## config.mk

```make
export PLATFORM = sky130hd
export DESIGN_NAME = multicycle_control_flat
export DESIGN_NICKNAME = d
export VERILOG_FILES = /design/src/rtl/multicycle_control_if.sv /design/src/rtl/multicycle_control.sv /design/src/flat_wrapper.sv
export SDC_FILE = /design/constraint.sdc
export NUM_CORES = 1
export LEC_CHECK = 0
export CAP_MARGIN = 0
export CELL_PAD_IN_SITES_DETAIL_PLACEMENT = 1
export CELL_PAD_IN_SITES_GLOBAL_PLACEMENT = 1
export CORE_MARGIN = 2
export CORE_UTILIZATION = 35
export DETAILED_ROUTE_END_ITERATION = 12
export GPL_ROUTABILITY_DRIVEN = 0
export PLACE_DENSITY = 0.79
export SLEW_MARGIN = 20
export SYNTH_ARGS = -nofsm -noshare
export SYNTH_HDL_FRONTEND = slang
export SYNTH_SLANG_ARGS = --single-unit
```

## constraint.sdc

```tcl
create_clock -name clk -period 2.3 [get_ports clk]
set_input_delay 0.46 -clock clk [delete_from_list [all_inputs] [get_ports clk]]
set_output_delay 0.46 -clock clk [all_outputs]
set_load 0.05 [all_outputs]
```

## src/rtl/multicycle_control_if.sv

```systemverilog
// Control/datapath bundle for the multicycle controller: opcode and memory
// handshake in, datapath strobes and selects out.
interface multicycle_control_if;
    logic [6:0] opcode;
    logic       mem_ready;
    logic       pc_write;
    logic       pc_write_cond;
    logic       ir_write;
    logic       iord;
    logic       mem_read;
    logic       mem_write;
    logic       reg_write;
    logic       mem_to_reg;
    logic       alu_src_a;
    logic [1:0] alu_src_b;
    logic [1:0] alu_op;
    logic       pc_source;
    logic [2:0] state;
    logic       done;
    logic       illegal;
    logic       timeout;

    modport master (
        input  opcode, mem_ready,
        output pc_write, pc_write_cond, ir_write, iord, mem_read, mem_write,
               reg_write, mem_to_reg, alu_src_a, alu_src_b, alu_op, pc_source,
               state, done, illegal, timeout
    );

    modport slave (
        output opcode, mem_ready,
        input  pc_write, pc_write_cond, ir_write, iord, mem_read, mem_write,
               reg_write, mem_to_reg, alu_src_a, alu_src_b, alu_op, pc_source,
               state, done, illegal, timeout
    );
endinterface

```

## src/rtl/multicycle_control.sv

```systemverilog
// Multicycle RISC-V style control FSM: FETCH/DECODE/EXEC/MEM/WB with a
// memory wait timeout and sticky illegal/timeout fault flags.
module multicycle_control #(
    parameter int TIMEOUT    = 16,
    parameter bit ENABLE_IMM = 1'b1
) (
    input  logic                  clk,
    input  logic                  rst,
    multicycle_control_if.master  bus
);
    localparam logic [2:0] S_FETCH  = 3'd0;
    localparam logic [2:0] S_DECODE = 3'd1;
    localparam logic [2:0] S_EXEC   = 3'd2;
    localparam logic [2:0] S_MEM    = 3'd3;
    localparam logic [2:0] S_WB     = 3'd4;
    localparam logic [2:0] S_FAULT  = 3'd7;

    localparam logic [6:0] OP_R   = 7'b0110011;
    localparam logic [6:0] OP_I   = 7'b0010011;
    localparam logic [6:0] OP_LD  = 7'b0000011;
    localparam logic [6:0] OP_SD  = 7'b0100011;
    localparam logic [6:0] OP_BEQ = 7'b1100011;

    localparam int CW = (TIMEOUT < 1) ? 1 : $clog2(TIMEOUT + 1);
    localparam logic [CW-1:0] CNT_LAST = (TIMEOUT > 0) ? CW'(TIMEOUT - 1) : '0;
    localparam logic [CW-1:0] CNT_MAX  = '1;

    logic [2:0]    state_q, state_d;
    logic [6:0]    opc_q;
    logic [CW-1:0] wait_q;
    logic          ill_q, tmo_q;
    logic          legal, mem_phase, tmo_hit;

    always_comb begin
        case (bus.opcode)
            OP_R, OP_LD, OP_SD, OP_BEQ: legal = 1'b1;
            OP_I:                       legal = ENABLE_IMM;
            default:                    legal = 1'b0;
        endcase
    end

    assign mem_phase = (state_q == S_FETCH) || (state_q == S_MEM);
    // mem_ready has priority: a ready on the last allowed wait cycle advances normally.
    assign tmo_hit   = (TIMEOUT > 0) && mem_phase && !bus.mem_ready && (wait_q == CNT_LAST);

    always_comb begin
        state_d = S_FAULT;
        case (state_q)
            S_FETCH:  state_d = bus.mem_ready ? S_DECODE : (tmo_hit ? S_FAULT : S_FETCH);
            S_DECODE: state_d = legal ? S_EXEC : S_FAULT;
            S_EXEC: begin
                case (opc_q)
                    OP_R:         state_d = S_WB;
                    OP_I:         state_d = ENABLE_IMM ? S_WB : S_FAULT;
                    OP_LD, OP_SD: state_d = S_MEM;
                    OP_BEQ:       state_d = S_FETCH;
                    default:      state_d = S_FAULT;
                endcase
            end
            S_MEM: begin
                if (bus.mem_ready)  state_d = (opc_q == OP_LD) ? S_WB : S_FETCH;
                else if (tmo_hit)   state_d = S_FAULT;
                else                state_d = S_MEM;
            end
            S_WB:     state_d = S_FETCH;
            default:  state_d = S_FAULT;
        endcase
    end

    always_ff @(posedge clk) begin
        if (rst) begin
            state_q <= S_FETCH;
            opc_q   <= '0;
            wait_q  <= '0;
            ill_q   <= 1'b0;
            tmo_q   <= 1'b0;
        end else begin
            state_q <= state_d;
            if (state_q == S_DECODE) opc_q <= bus.opcode;
            // Any state change restarts the count, which covers entry to FETCH and MEM.
            if (state_d != state_q)
                wait_q <= '0;
            else if (mem_phase && !bus.mem_ready && wait_q != CNT_MAX)
                wait_q <= wait_q + 1'b1;
            ill_q <= ill_q | ((state_q == S_DECODE) && !legal);
            tmo_q <= tmo_q | tmo_hit;
        end
    end

    always_comb begin
        bus.pc_write      = 1'b0;
        bus.pc_write_cond = 1'b0;
        bus.ir_write      = 1'b0;
        bus.iord          = 1'b0;
        bus.mem_read      = 1'b0;
        bus.mem_write     = 1'b0;
        bus.reg_write     = 1'b0;
        bus.mem_to_reg    = 1'b0;
        bus.alu_src_a     = 1'b0;
        bus.alu_src_b     = 2'b00;
        bus.alu_op        = 2'b00;
        bus.pc_source     = 1'b0;
        bus.done          = 1'b0;
        case (state_q)
            S_FETCH: begin
                bus.mem_read  = 1'b1;
                bus.alu_src_b = 2'b01;
                bus.ir_write  = bus.mem_ready;
                bus.pc_write  = bus.mem_ready;
            end
            S_DECODE: bus.alu_src_b = 2'b10;
            S_EXEC: begin
                case (opc_q)
                    OP_R: begin
                        bus.alu_src_a = 1'b1;
                        bus.alu_op    = 2'b10;
                    end
                    OP_I: begin
                        bus.alu_src_a = 1'b1;
                        bus.alu_src_b = 2'b10;
                        bus.alu_op    = 2'b11;
                    end
                    OP_LD, OP_SD: begin
                        bus.alu_src_a = 1'b1;
                        bus.alu_src_b = 2'b10;
                    end
                    OP_BEQ: begin
                        bus.alu_src_a     = 1'b1;
                        bus.alu_op        = 2'b01;
                        bus.pc_write_cond = 1'b1;
                        bus.pc_source     = 1'b1;
                        bus.done          = 1'b1;
                    end
                    default: ;
                endcase
            end
            S_MEM: begin
                bus.iord = 1'b1;
                if (opc_q == OP_LD) bus.mem_read = 1'b1;
                if (opc_q == OP_SD) begin
                    bus.mem_write = 1'b1;
                    bus.done      = bus.mem_ready;
                end
            end
            S_WB: begin
                bus.reg_write  = 1'b1;
                bus.mem_to_reg = (opc_q == OP_LD);
                bus.done       = 1'b1;
            end
            default: ;
        endcase
        // Reset may land in any state; keep every write strobe quiet while it is held.
        if (rst) begin
            bus.pc_write      = 1'b0;
            bus.pc_write_cond = 1'b0;
            bus.ir_write      = 1'b0;
            bus.mem_write     = 1'b0;
            bus.reg_write     = 1'b0;
        end
    end

    assign bus.state   = state_q;
    assign bus.illegal = ill_q;
    assign bus.timeout = tmo_q;
endmodule
```

## src/flat_wrapper.sv

```systemverilog
// flat-port wrapper written by rule: the top's interface ports become plain ports
module multicycle_control_flat 
#(
    parameter int TIMEOUT    = 16,
    parameter bit ENABLE_IMM = 1'b1
)
  (clk, rst, bus_opcode, bus_mem_ready, bus_pc_write, bus_pc_write_cond, bus_ir_write, bus_iord, bus_mem_read, bus_mem_write, bus_reg_write, bus_mem_to_reg, bus_alu_src_a, bus_alu_src_b, bus_alu_op, bus_pc_source, bus_state, bus_done, bus_illegal, bus_timeout);
  multicycle_control_if bus_i ();
  input  logic clk;
  input  logic rst;
  input wire logic [$bits(bus_i.opcode)-1:0] bus_opcode;
  input wire logic [$bits(bus_i.mem_ready)-1:0] bus_mem_ready;
  output wire logic [$bits(bus_i.pc_write)-1:0] bus_pc_write;
  output wire logic [$bits(bus_i.pc_write_cond)-1:0] bus_pc_write_cond;
  output wire logic [$bits(bus_i.ir_write)-1:0] bus_ir_write;
  output wire logic [$bits(bus_i.iord)-1:0] bus_iord;
  output wire logic [$bits(bus_i.mem_read)-1:0] bus_mem_read;
  output wire logic [$bits(bus_i.mem_write)-1:0] bus_mem_write;
  output wire logic [$bits(bus_i.reg_write)-1:0] bus_reg_write;
  output wire logic [$bits(bus_i.mem_to_reg)-1:0] bus_mem_to_reg;
  output wire logic [$bits(bus_i.alu_src_a)-1:0] bus_alu_src_a;
  output wire logic [$bits(bus_i.alu_src_b)-1:0] bus_alu_src_b;
  output wire logic [$bits(bus_i.alu_op)-1:0] bus_alu_op;
  output wire logic [$bits(bus_i.pc_source)-1:0] bus_pc_source;
  output wire logic [$bits(bus_i.state)-1:0] bus_state;
  output wire logic [$bits(bus_i.done)-1:0] bus_done;
  output wire logic [$bits(bus_i.illegal)-1:0] bus_illegal;
  output wire logic [$bits(bus_i.timeout)-1:0] bus_timeout;
  assign bus_i.opcode = bus_opcode;
  assign bus_i.mem_ready = bus_mem_ready;
  assign bus_pc_write = bus_i.pc_write;
  assign bus_pc_write_cond = bus_i.pc_write_cond;
  assign bus_ir_write = bus_i.ir_write;
  assign bus_iord = bus_i.iord;
  assign bus_mem_read = bus_i.mem_read;
  assign bus_mem_write = bus_i.mem_write;
  assign bus_reg_write = bus_i.reg_write;
  assign bus_mem_to_reg = bus_i.mem_to_reg;
  assign bus_alu_src_a = bus_i.alu_src_a;
  assign bus_alu_src_b = bus_i.alu_src_b;
  assign bus_alu_op = bus_i.alu_op;
  assign bus_pc_source = bus_i.pc_source;
  assign bus_state = bus_i.state;
  assign bus_done = bus_i.done;
  assign bus_illegal = bus_i.illegal;
  assign bus_timeout = bus_i.timeout;
  multicycle_control #(.TIMEOUT(TIMEOUT), .ENABLE_IMM(ENABLE_IMM)) u_core (.clk(clk), .rst(rst), .bus(bus_i));
endmodule
```

# After elaboration in Yosys (flattened, before gate mapping)
# Cells that the tools add are included.
# word_totals
register_bits	17
word_cells	70
out_inout_bits	20
in_bits	10
# classes
mux	31
n_eq_ne	17
bitwise_logic	2
n_reduce_logical	14
add_sub_neg	1
# ops
cell	count
$eq A7 B6 Y1 const B	4
$mux W3	6
$mux W1	17
$pmux W3 S5	1
$eq A7 B2 Y1 const B	2
$eq A7 B5 Y1 const B	2
$eq A7 B7 Y1 const B	2
$pmux W2 S3	2
$reduce_or A5 Y1	2
$pmux W3 S3	1
$eq A3 B2 Y1 const B	2
$reduce_or A2 Y1	3
$add A5 B1 Y5 const B	1
$eq A5 B4 Y1 const B	1
$ne A5 B5 Y1 const B	1
$logic_and A1 B1 Y1	4
$mux W2	2
$eq A3 B1 Y1 const B	1
$eq A3 B3 Y1 const B	1
$logic_not A3 Y1	1
$ne A3 B3 Y1	1
$pmux W1 S3	1
$reduce_or A3 Y1	1
$logic_not A1 Y1	2
3 further kinds	4

# Logic depth before layout (Yosys ltp)
# depth
ltp_word	9
mapped_depth	8
mapped_depth_nobuf	8

# Least setup slack after synthesis
# OpenSTA, ideal clock, no wires.
# synth_timing
path_kind	register to output
from	register u_core.state_q[0], in the netlist u_core.bus.state[0]
to	output port bus_pc_write
setup_slack_ns	-0.901
path_buffers	3
arrival_ns	2.741
path_stages_with_launch	6
required_ns	1.840
cell_sequence	dfxtp_1 > buf_6 > clkbuf_1 > or3_1 > nor3_1 > buf_4
# synth_between
elab_chain_len	3
# synth_lines
element	line	text
from (decl)	multicycle_control.sv:28	logic [2:0] state_q, state_d;
from (signal assigned)	multicycle_control.sv:78	state_q <= state_d;
$logic_not A3 Y1	-	
$mux W1 (2 in series)	-	
to (decl)	flat_wrapper.sv:13	output wire logic [$bits(bus_i.pc_write)-1:0] bus_pc_write;
# No other way between the ends.

# Final worst setup path
# layout_timing
from	register u_core.opc_q[4]
to	output port bus_mem_to_reg
# layout_between
elab_chain_len	2
# layout_lines
element	line	text
from (decl)	multicycle_control.sv:29	logic [6:0] opc_q;
from (signal assigned)	multicycle_control.sv:79	if (state_q == S_DECODE) opc_q <= bus.opcode;
$eq A7 B2 Y1	multicycle_control.sv:147	bus.mem_to_reg = (opc_q == OP_LD);
$mux W1	multicycle_control.sv:104	case (state_q)
to (decl)	flat_wrapper.sv:20	output wire logic [$bits(bus_i.mem_to_reg)-1:0] bus_mem_to_reg;
# No other way between the ends.

==> metrics.md <==
| Metric | Value |
|---|---|
| Outcome | `finished clean` |
| Top-level I/O count | `30` |
| CORE AREA | `0.00308 mm2` |
| Mapped Avg Cell Area | `8.09 um2` |
| Max-Cap Viols | `0` |
| Synth Net Count | `155` |
| CP Buf/Inv Count | `1` |
| Layout cells sized above 1 | `26.6%` |
| Pin count of the biggest net entering global routing | `22` |
| Post-synth top cells | `19 x nor2_1, 17 x dfxtp_1, 12 x nand2_1` |
| Max Transition Viols Final | `0` |
| Root buffer cell | `clkbuf_4` |
| Arrival @ worst endpoint | `1.75 ns` |
| Final Hold Viols | `0` |
| Mapped Area | `0.00115 mm2` |
| Ys Warns | `0` |
| Worst Setup End Kind | `primary output` |
| Dpl hpwl | `2670 um` |
| Die area | `0.00376 mm2` |
| Port-buffer cells | `29` |
| DRC Markers | `0` |
| Sequential area share after synthesis | `29.6%` |
| Min-delay worst type | `register to register` |
| Total CTS buffers | `3` |
| Layout Nets | `183` |
| RSZ-0062 raised after global routing | `false` |
| Count leader, synth | `nor2_1` |
| Critical path, cell by cell | `or3_1 -> or2_2 -> nor2_1 -> buf_12` |
| Total power | `0.00168 W` |
| Worst skew pair latency | `0.29 ns` |
| Ranking of synthesized cells by area | `dfxtp_1 30%, mux2i_1 7.0%, nor2_1 6.2%` |
| Die Ht | `61.3 um` |
| Remaining global-route overflow | `0` |
| P_leak | `0.620 nW` |
| Cells after Synth | `142` |
| Initial antenna violation count | `0` |
| Fillers | `370` |
| Global-route wire length before repair | `5400 um` |
| Final min period | `2.21 ns` |
| Layout area overhead | `48.5%` |
| Vias in the first global route | `1178` |
| CTS tree | `built` |
| Crit-path max FO | `7` |
| IR Drop Worst-Case VDD | `0.374 mV` |
| Hold-fix buffers, CTS | `0` |
| Initial DRC Count | `42` |
| Netlist cell types | `42` |
| Fin crit share | `96.0%` |
| Worst R2R Setup Slack | `0.22 ns` |
| Top delay family on crit path | `simple AND/OR/NAND/NOR gates` |
| H-tree depth | `1` |
| FP Rows | `20` |
| Via count | `1144` |
| Required @ worst endpoint | `1.84 ns` |
| Max Buffers Root-to-Sink | `2` |
| Drt total wl | `3330 um` |
| Synth async-reset ratio | `0%` |
| Setup TNS | `0 ns` |
| Routed Antenna Nets | `0` |
| CTS sink cnt | `17` |
| Initial Util | `37.3%` |
| Fmax | `453 MHz` |
| Synth area leader | `dfxtp_1` |
| Flops & latches, synth | `17` |
| Slew @ Worst Pin | `0.502 ns` |
| Worst path max stage delay | `0.42 ns` |
| Top_reg_cell synth | `dfxtp_1` |
| GR Util All Layers | `19.4%` |
| Power per cell area | `986 mW/mm2` |
| Post-synth EDFFs | `0` |
| Vias/cell | `5.37` |
| Final Skew | `0.00523 ns` |
| Crit path launch type | `register` |
| Critical-path top delay cell | `or3_1` |
| Setup violations, final | `0` |
| Worst slew margin | `66.4%` |
| Routed len/inst | `15.6 um` |
| Inserted Diodes | `0` |
| Post-CTS Setup Repair Bufs | `0` |
| Clock transition at path regs | `0.10 ns` |
| DIE WIDTH | `61.3 um` |
| Post-synth top area share | `29.6%` |
| Worst setup path category | `register to primary output` |
| First-pass DRT Iterations | `4` |
[power by group]
part	total (W)	switching, W	internal (W)
logic	0.00105	0.000610	0.000436
registers	0.000473	0.000115	0.000358
clock network	0.000161	0.0000940	0.0000674
total	0.00168	0.000819	0.000862
[tightest hold or removal path: stages, from the launching register on]
cell and delay (ns):
dfxtp_1 0.34, a31oi_1 0.04, nor2_1 0.07
[cells in the final DEF, fill, tap and decap left out, drive strengths merged, types with 2 or more instances in the layout]
cell type,n
a2111oi,3
a211oi,2
a21oi,6
a31oi,4
and3,2
buf,20
clkbuf,4
clkdlybuf4s50,14
dfxtp,17
ha,3
inv,8
mux2i,8
nand2,12
nand2b,3
nor2,19
nor2b,5
nor3,8
o21ai,6
or2,2
or3,3
xnor2,2
xor2,2
[sequential cells by signal, summed over array words and instances (netlist names)]
register	count
u_core.opc_q	7
u_core.wait_q	5
u_core.bus.state	3
u_core.bus.illegal	1
u_core.bus.timeout	1
[layer usage]
metal	global-route usage, %	vias to the layer above	wire, um
met5	0	-	0
met4	4.66	0	37
met3	2.73	6	109
met2	39.7	30	1910
met1	20.3	551	1270
li1	-	557	-
[logic make-up (layout without fill, tap and decap cells)]
kind of cell	count (synthesis)	after routing	share of synthesized area (%)
xor+xnor	4	4	3.05
buf+inv	19	46	8.28
mux	8	8	6.97
compound gates	29	29	21.0
simple gates	62	62	27.8
fa+ha+maj	3	3	3.27
flops	17	17	29.6
[stage by stage]
step / hold slack (ns) / utilization [%] / cell area [um2] / instances / setup WS, ns
after floorplan: 0.467 / - / 1200 / 142 / 0.0150
after global placement: 0.450 / 53.1 / 1630 / 209 / 0.0945
after detailed placement: 0.465 / 53.1 / 1630 / 209 / 0.0500
after CTS: 0.487 / 54.5 / 1680 / 213 / 0.0346
after global routing: 0.520 / 55.4 / 1710 / 213 / 0.0120
final: 0.478 / 55.4 / 1710 / 213 / 0.0917
[path summary, 6_finish.rpt]
check                       end                from  cells past startpoint
min reg2reg  u_core.bus.timeout  u_core.bus.timeout                      2
max reg2reg    u_core.wait_q[4]    u_core.wait_q[0]                      8
min          u_core.bus.timeout  u_core.bus.timeout                      2
max              bus_mem_to_reg     u_core.opc_q[4]                      4
[final cells by class]
cell class	instances	area, um2	area share (%)
Multi-Input combinational cell	106	779	45.7
Timing Repair Buffer	34	465	27.3
Sequential cell	17	349	20.5
Tap cell	44	55.1	3.23
Inverter	8	30.0	1.76
Clock buffer	4	26.3	1.54
[what timing repair did]
item | CTS | global route
pin swaps | 0 | 0
gates cloned | 0 | 0
setup endpoints to repair | 3 | 6
resized for setup | 2 | 8
(Power assumes the default switching activity.)
